**src/rtl/lut_layer_sequencer.sv**
```systemverilog
// Time-multiplexed LogicNets layer: one shared truth-table RAM serves NEURONS
// 7-input lookups per frame. Optional perf counters are enabled by LUT_SEQ_PERF_EN.
//
// state | meaning
// IDLE  | waiting for a frame; config writes accepted
// RUN   | one neuron LUT read per cycle
// DRAIN | final LUT read result written back
// DONE  | result frame held until out_ready
module lut_layer_sequencer #(
  parameter int NEURONS  = 8,
  parameter int FANIN    = 7,
  parameter int OUT_BITS = 2,
  parameter int IN_WIDTH = 64,
  localparam int NIDX_W  = $clog2(NEURONS),
  localparam int ADDR_W  = NIDX_W + FANIN,
  localparam int IDX_W   = $clog2(IN_WIDTH),
  localparam int CFG_DW  = (OUT_BITS > IDX_W) ? OUT_BITS : IDX_W,
  localparam int OUT_W   = NEURONS * OUT_BITS,
  localparam int PW      = $clog2(FANIN)
) (
  input  logic              clk,
  input  logic              rst,
  input  logic              in_valid,
  output logic              in_ready,
  input  logic [IN_WIDTH-1:0] in_data,
  output logic              out_valid,
  input  logic              out_ready,
  output logic [OUT_W-1:0]  out_data,
  input  logic              cfg_we,
  output logic              cfg_ready,
  input  logic              cfg_sel,
  input  logic [ADDR_W-1:0] cfg_addr,
  input  logic [CFG_DW-1:0] cfg_data
`ifdef LUT_SEQ_PERF_EN
  ,
  output logic [31:0]       frame_count,
  output logic [31:0]       busy_cycles
`endif
);

  typedef enum logic [1:0] {IDLE, RUN, DRAIN, DONE} state_t;

  state_t state_q, state_d;
  logic [NIDX_W-1:0]   idx_q;
  logic [NIDX_W-1:0]   tag_q;
  logic                lut_vld_q;
  logic [OUT_BITS-1:0] lut_q;
  logic [IN_WIDTH-1:0] in_q;
  logic [OUT_W-1:0]    out_data_q;
  logic                out_valid_q;
  logic [CFG_DW-1:0]   conn_q [NEURONS][FANIN];
  logic [OUT_BITS-1:0] tt_q [NEURONS*(2**FANIN)];
  logic [FANIN-1:0]    lut_addr;
  logic                accept;
  logic                cfg_acc;
  logic [NIDX_W-1:0]   cfg_nrn;
  logic [FANIN-1:0]    cfg_low;
  logic                cfg_nrn_ok;
  logic                cfg_pos_ok;

  assign cfg_nrn    = cfg_addr[ADDR_W-1 -: NIDX_W];
  assign cfg_low    = cfg_addr[FANIN-1:0];
  assign cfg_nrn_ok = 32'(cfg_nrn) < NEURONS;
  assign cfg_pos_ok = 32'(cfg_low) < FANIN;
  assign cfg_ready  = (state_q == IDLE);
  assign cfg_acc    = cfg_we && cfg_ready;
  assign accept     = in_valid && in_ready;
  assign out_valid  = out_valid_q;
  assign out_data   = out_data_q;

  always_comb begin
    state_d  = state_q;
    in_ready = 1'b0;
    case (state_q)
      IDLE: begin
        in_ready = 1'b1;
        if (in_valid) state_d = RUN;
      end
      RUN: begin
        if (idx_q == NIDX_W'(NEURONS - 1)) state_d = DRAIN;
      end
      DRAIN: state_d = DONE;
      DONE: begin
        in_ready = out_ready;
        if (out_ready) state_d = in_valid ? RUN : IDLE;
      end
      default: state_d = IDLE;
    endcase
  end

  // Connection indices past the input vector read as constant 0.
  always_comb begin
    lut_addr = '0;
    for (int p = 0; p < FANIN; p++) begin
      if (32'(conn_q[idx_q][p]) < IN_WIDTH)
        lut_addr[p] = in_q[conn_q[idx_q][p][IDX_W-1:0]];
    end
  end

  // Truth-table RAM is deliberately not reset so it survives rst.
  always_ff @(posedge clk) begin
    if (cfg_acc && !cfg_sel && cfg_nrn_ok)
      tt_q[cfg_addr] <= cfg_data[OUT_BITS-1:0];
    lut_q <= tt_q[{idx_q, lut_addr}];
  end

  always_ff @(posedge clk) begin
    if (rst) begin
      state_q     <= IDLE;
      idx_q       <= '0;
      tag_q       <= '0;
      lut_vld_q   <= 1'b0;
      out_valid_q <= 1'b0;
      out_data_q  <= '0;
      in_q        <= '0;
      for (int n = 0; n < NEURONS; n++)
        for (int p = 0; p < FANIN; p++)
          conn_q[n][p] <= CFG_DW'(p);
    end else begin
      state_q <= state_d;
      if (accept) begin
        in_q  <= in_data;
        idx_q <= '0;
      end else if (state_q == RUN) begin
        idx_q <= idx_q + 1'b1;
      end
      lut_vld_q <= (state_q == RUN);
      if (state_q == RUN) tag_q <= idx_q;
      if (lut_vld_q) out_data_q[tag_q*OUT_BITS +: OUT_BITS] <= lut_q;
      if (state_q == DRAIN)
        out_valid_q <= 1'b1;
      else if (state_q == DONE && out_ready)
        out_valid_q <= 1'b0;
      if (cfg_acc && cfg_sel && cfg_nrn_ok && cfg_pos_ok)
        conn_q[cfg_nrn][cfg_low[PW-1:0]] <= cfg_data;
    end
  end

`ifdef LUT_SEQ_PERF_EN
  logic [31:0] frame_cnt_q;
  logic [31:0] busy_cnt_q;

  always_ff @(posedge clk) begin
    if (rst) begin
      frame_cnt_q <= '0;
      busy_cnt_q  <= '0;
    end else begin
      if (out_valid_q && out_ready) frame_cnt_q <= frame_cnt_q + 32'd1;
      if (state_q != IDLE) busy_cnt_q <= busy_cnt_q + 32'd1;
    end
  end

  assign frame_count = frame_cnt_q;
  assign busy_cycles = busy_cnt_q;
`endif

endmodule
```
**config.mk**
```make
export PLATFORM = sky130hd
export DESIGN_NAME = lut_layer_sequencer
export DESIGN_NICKNAME = d
export VERILOG_FILES = /design/src/rtl/lut_layer_sequencer.sv
export SDC_FILE = /design/constraint.sdc
export NUM_CORES = 2
export LEC_CHECK = 0
export ABC_AREA = 1
export CORE_MARGIN = 2
export CORE_UTILIZATION = 50
export DETAILED_ROUTE_END_ITERATION = 12
export PLACE_DENSITY = 0.66
export SYNTH_ARGS = -nofsm -noshare
export SYNTH_HDL_FRONTEND = slang
export SYNTH_SLANG_ARGS = --single-unit
export TNS_END_PERCENT = 30
```
**constraint.sdc**
```tcl
create_clock -name clk -period 3.9 [get_ports clk]
set_input_delay 0.78 -clock clk [delete_from_list [all_inputs] [get_ports clk]]
set_output_delay 0.78 -clock clk [all_outputs]
set_load 0.005 [all_outputs]
```
* After elaboration in Yosys (flattened, before gate mapping)
Memory sizes are Yosys's and may differ from the RTL's. A register that Yosys moved wholly into a read port is not among the register bits.
Cells that the tools add are included.
** Cells by class
- Add/subtract/negate cells :: 2
- $lt $le $gt $ge :: 10
- Equality and inequality tests :: 7
- Shift-type cells :: 2
- Mux-type cells :: 37
- Bitwise gates (word level) :: 1
- Reductions and logical operators :: 13
** Operator list (number)
- $mux 42 :: 3
- $lt 6x7->1 const B :: 7
- $bmux 1 s6 :: 7
- $reduce_or 42->1 :: 1
- $neg 4->34 :: 1
- $shift 2x34->16 const A :: 1
- $shiftx 2x34->16 :: 1
- $demux 6 s3 :: 1
- $bwmux 16 :: 1
- $mux 1 :: 16
- $mux 3 :: 3
- $pmux 2 s4 :: 1
- $logic_and 1x1->1 :: 7
- $lt 7x3->1 const B :: 1
- $mux 2 :: 3
- $mux 6 :: 1
- $ne 2x2->1 const B :: 3
- $eq 2x2->1 const B :: 2
- $ge 4x4->1 const B :: 1
- $lt 4x1->1 const B :: 1
- $not 3->4 :: 1
- $add 3x1->3 const B :: 1
- $eq 3x3->1 const B :: 1
- $reduce_and 3->1 :: 1
- 6 further kinds :: 6
** Word-level totals
- Register bits after elaboration :: 90
- Bits in writable memories :: 2384
- Input bits :: 86
- Output and inout port bits :: 19
- Word-level logic and storage cells :: 81
- Memories :: 2
** Memories
- tt_q :: words 1024, width 2, rd ports 1, clocked after memory_dff 1, write ports 1, RTL line 52 : logic [OUT_BITS-1:0] tt_q [NEURONS*(2**FANIN)];
- conn_q :: words 8, width 42, rd ports 1, clocked after memory_dff 1, write ports 8, RTL line 51 : logic [CFG_DW-1:0] conn_q [NEURONS][FANIN];

* Depth between registers and ports, before layout
- Word-level depth :: 9
- Gate-level depth with buffers :: 32
- Mapped depth without buffers :: 27

* Worst setup path before layout
Ideal clock, no wire load.
- Kind :: register to register
- From :: register with a tool-made name
- To :: register lut_q[0] (read register of tt_q)
- Library setup time :: 113 ps
- Arrival :: 2812 ps
- Setup slack :: 975 ps
- Cell stages (with the launch flop) :: 23
- Path buffers :: 8
- Cell sequence :: dfxtp_1 > buf_6 > buf_6 > buf_6 > buf_4 > buf_6 > buf_2 > a21oi_1 > a21oi_1 > a32oi_2 > buf_4 > nand3_1 > o211ai_1 > nand3_1 > nand4_1 > nand2_2 > inv_2 > buf_2 > nand3_1 > nand3_1 > nand3_1 > nand3_1 > nand2_1
** RTL lines
- to (decl) :: RTL line 47 : logic [OUT_BITS-1:0] lut_q;

==> out/metrics.cfg <==
[status]
status = complete, but fails checks
failed_checks = negative setup slack

[hold_path]
worst_hold_path_type = input pin to flip-flop

[cts]
cts_buffers = 280
cts_hold_buf = 0
clk_latency_ns = 0.95
cts_tree = built
htree_levels = 5
clkTransAtPathRegs_ns = 0.06
clock_sinks = 2479
clock_path_buffers = 4
clock-root-buffer = clkbuf_16

[sta]
fin_setup_tns_ns = -0.503
skew_ns = 0.0512
timing.fmax_ghz = 0.240
hold_viol = 0
final_max_slew_viol_count = 0
period_needed_ns = 4.16
rsz0062_at_grt = true
setup_viol = 2
slew_headroom_pct = 26.6
min_period_over_period_pct = 107
fin_ws_ns = -0.259
tightestPinTransition_ns = 1.10

[drt]
via_per_inst = 5.79
ant_nets = 0
dr.pass1.iters = 9
routedWlPerCell_um = 24.3
dr_total_vias = 90300
first_iter_violations = 12200
route.detailed.drc = 0
routed_wl_um = 378000

[worst_setup_path]
cp.arrival_ns = 4.96
cp_data_required_time_ns = 4.70
critPathKind = flip-flop to flip-flop
max_stage_delay_ns = 0.36
crit_path_top_delay_cell = dfxtp_2
path_max_fanout = 20
critPathLaunchType = flip-flop
cp_common_cell = nand3_1
cp-end-kind = flip-flop

[die]
boundaryPins = 105
die_w_um = 484
die-area_mm2 = 0.235
start_util_pct = 50.2
num_rows = 176
core_mm2 = 0.230
die_h_um = 484

[pwr]
powerDensity_mw_per_mm2 = 785
power.leakage_nw = 52.5
total_power_w = 0.106
vdd_drop_max_mv = 0.520

[layout]
fin_cells = 15600
fin_nets = 12500
final_common_cell = nand2_1
layout_common_cells = nand2_1, edfxtp_1, nand3_1
final_util_pct = 59.0
drive_above_1_share_pct = 11.0
final_area_mm2 = 0.135
area_growth_pct = 17.4

[synthesis]
synth_nets = 12100
yosys.area.top_type_share_pct = 62.1
synth-edff-count = 2384
ys_ff_latch = 2479
async_reset_ff_share_pct = 0
synth_area_mm2 = 0.115
ys_types = 36
yosys_warnings = 0
synthCells = 12000
yosysTopAreaCell = edfxtp_1
avgSynthCellArea_um2 = 9.63
synth_ff_type = edfxtp_1
ys_top_cells_by_area = edfxtp_1, nand2_1, nand3_1, inv_1, nor2_1
yosysSeqAreaShare_pct = 63.7

[placed_design]
io_buffers = 104
place.gp.congestion = 0.955
placed_area_mm2 = 0.124
dp_hpwl_um = 227000
dp.cells = 15000

[job]
timing.max_cap.violations = 0

[global_routing]
grt_pass1_vias = 85700
grt_start_max_net_pins = 165
grt_pass1_wl_um = 546000
grt.met3_usage_pct = 5.16
busiest_layer = met2
met1_usage_pct = 40.9
grt-ovfl-total = 0
use_met2_pct = 49.9
grt_use_total_pct = 31.1
antenna_found_initial = 26

==> critical path: cells and delay by family (launching register included) <==
kind / cells / cell delay [ns]
and+or+nand+nor: 12 / 1.45
buffers and inverters: 9 / 1.40
AOI/OAI and AO/OA: 5 / 0.79
DFF: 1 / 0.36
==> routing by layer <==
metal / wire [um] / up-vias
met4: 21700 / 6
met1: 142000 / 43500
met3: 39600 / 1000
met5: 36 / -
li1: - / 40700
met2: 175000 / 5118
==> state kept, by name, summed over array words and instances, names as in the netlist, named ones only <==
register   count
conn_q       336
idx_q          3
in_q          64
lut_q          2
lut_vld_q      1
out_data      16
out_valid      1
state_q        2
tag_q          3
tt_q        2048
==> what timing repair did <==
item | 4_1_cts | 5_1_grt
gates resized for setup | 138 | 126
gates cloned | 15 | 25
buffers inserted | 43 | 21
setup endpoints to repair | 2 | 2
pin swaps | 34 | 35
==> final timing paths <==
kind	startpoint	endpoint	slack (ns)	cells after the start
max	flip-flop	lut_q[0]	-0.26	26
min	cfg_data[1]	tt_q[499][1]	0.39	1
max reg2reg	flip-flop	lut_q[0]	-0.26	26
min reg2reg	in_q[42]	in_q[42]	0.47	2
==> per-stage QoR <==
step / hold slack, ns / setup slack (ns)
after global routing: 0.364 / -0.460
final: 0.390 / -0.259
after floorplan: 0.440 / 0.975
after CTS: 0.339 / -0.201
after global placement: 0.461 / -0.512
after detailed placement: 0.459 / -0.549
==> where the power goes <==
| group | switching, W | internal (W) | leakage, nW | total (W) |
|---|---|---|---|---|
| sequential | 0.000392 | 0.0296 | 22.4 | 0.0300 |
| combinational | 0.0326 | 0.0193 | 26.1 | 0.0519 |
| clock | 0.0104 | 0.0141 | 4.03 | 0.0245 |
| total | 0.0434 | 0.0629 | 52.5 | 0.106 |
==> synthesized netlist by cell type (all sizes together) (20+ instances only) <==
master  count
nand2    2726
o211ai    462
nor2     1474
clkbuf    222
o21ai     251
nor3       20
nand3    1825
inv      1597
dfxtp      95
edfxtp   2384
buf       610
a32o       54
a21oi     210
==> area by class of cell <==
| class | instances | area, um2 |
|---|---|---|
| multi-input combinational | 7066 | 32700 |
| tap | 3026 | 3790 |
| clock buffer | 352 | 7400 |
| inverter | 1600 | 6060 |
| sequential | 2479 | 73500 |
| fill | 19000 | 94300 |
| timing repair buffer | 938 | 11100 |
| antenna | 18 | 45.0 |
| clock inverter | 109 | 813 |
==> cell families after synthesis <==
family,count (synthesis),synth area share [%]
fa+ha+maj,11,0.119
buf+inv,2432,8.76
simple gates,6057,21.8
flops,2479,63.7
compound gates,996,5.62
No activity file was read; power rests on OpenSTA's default activity.
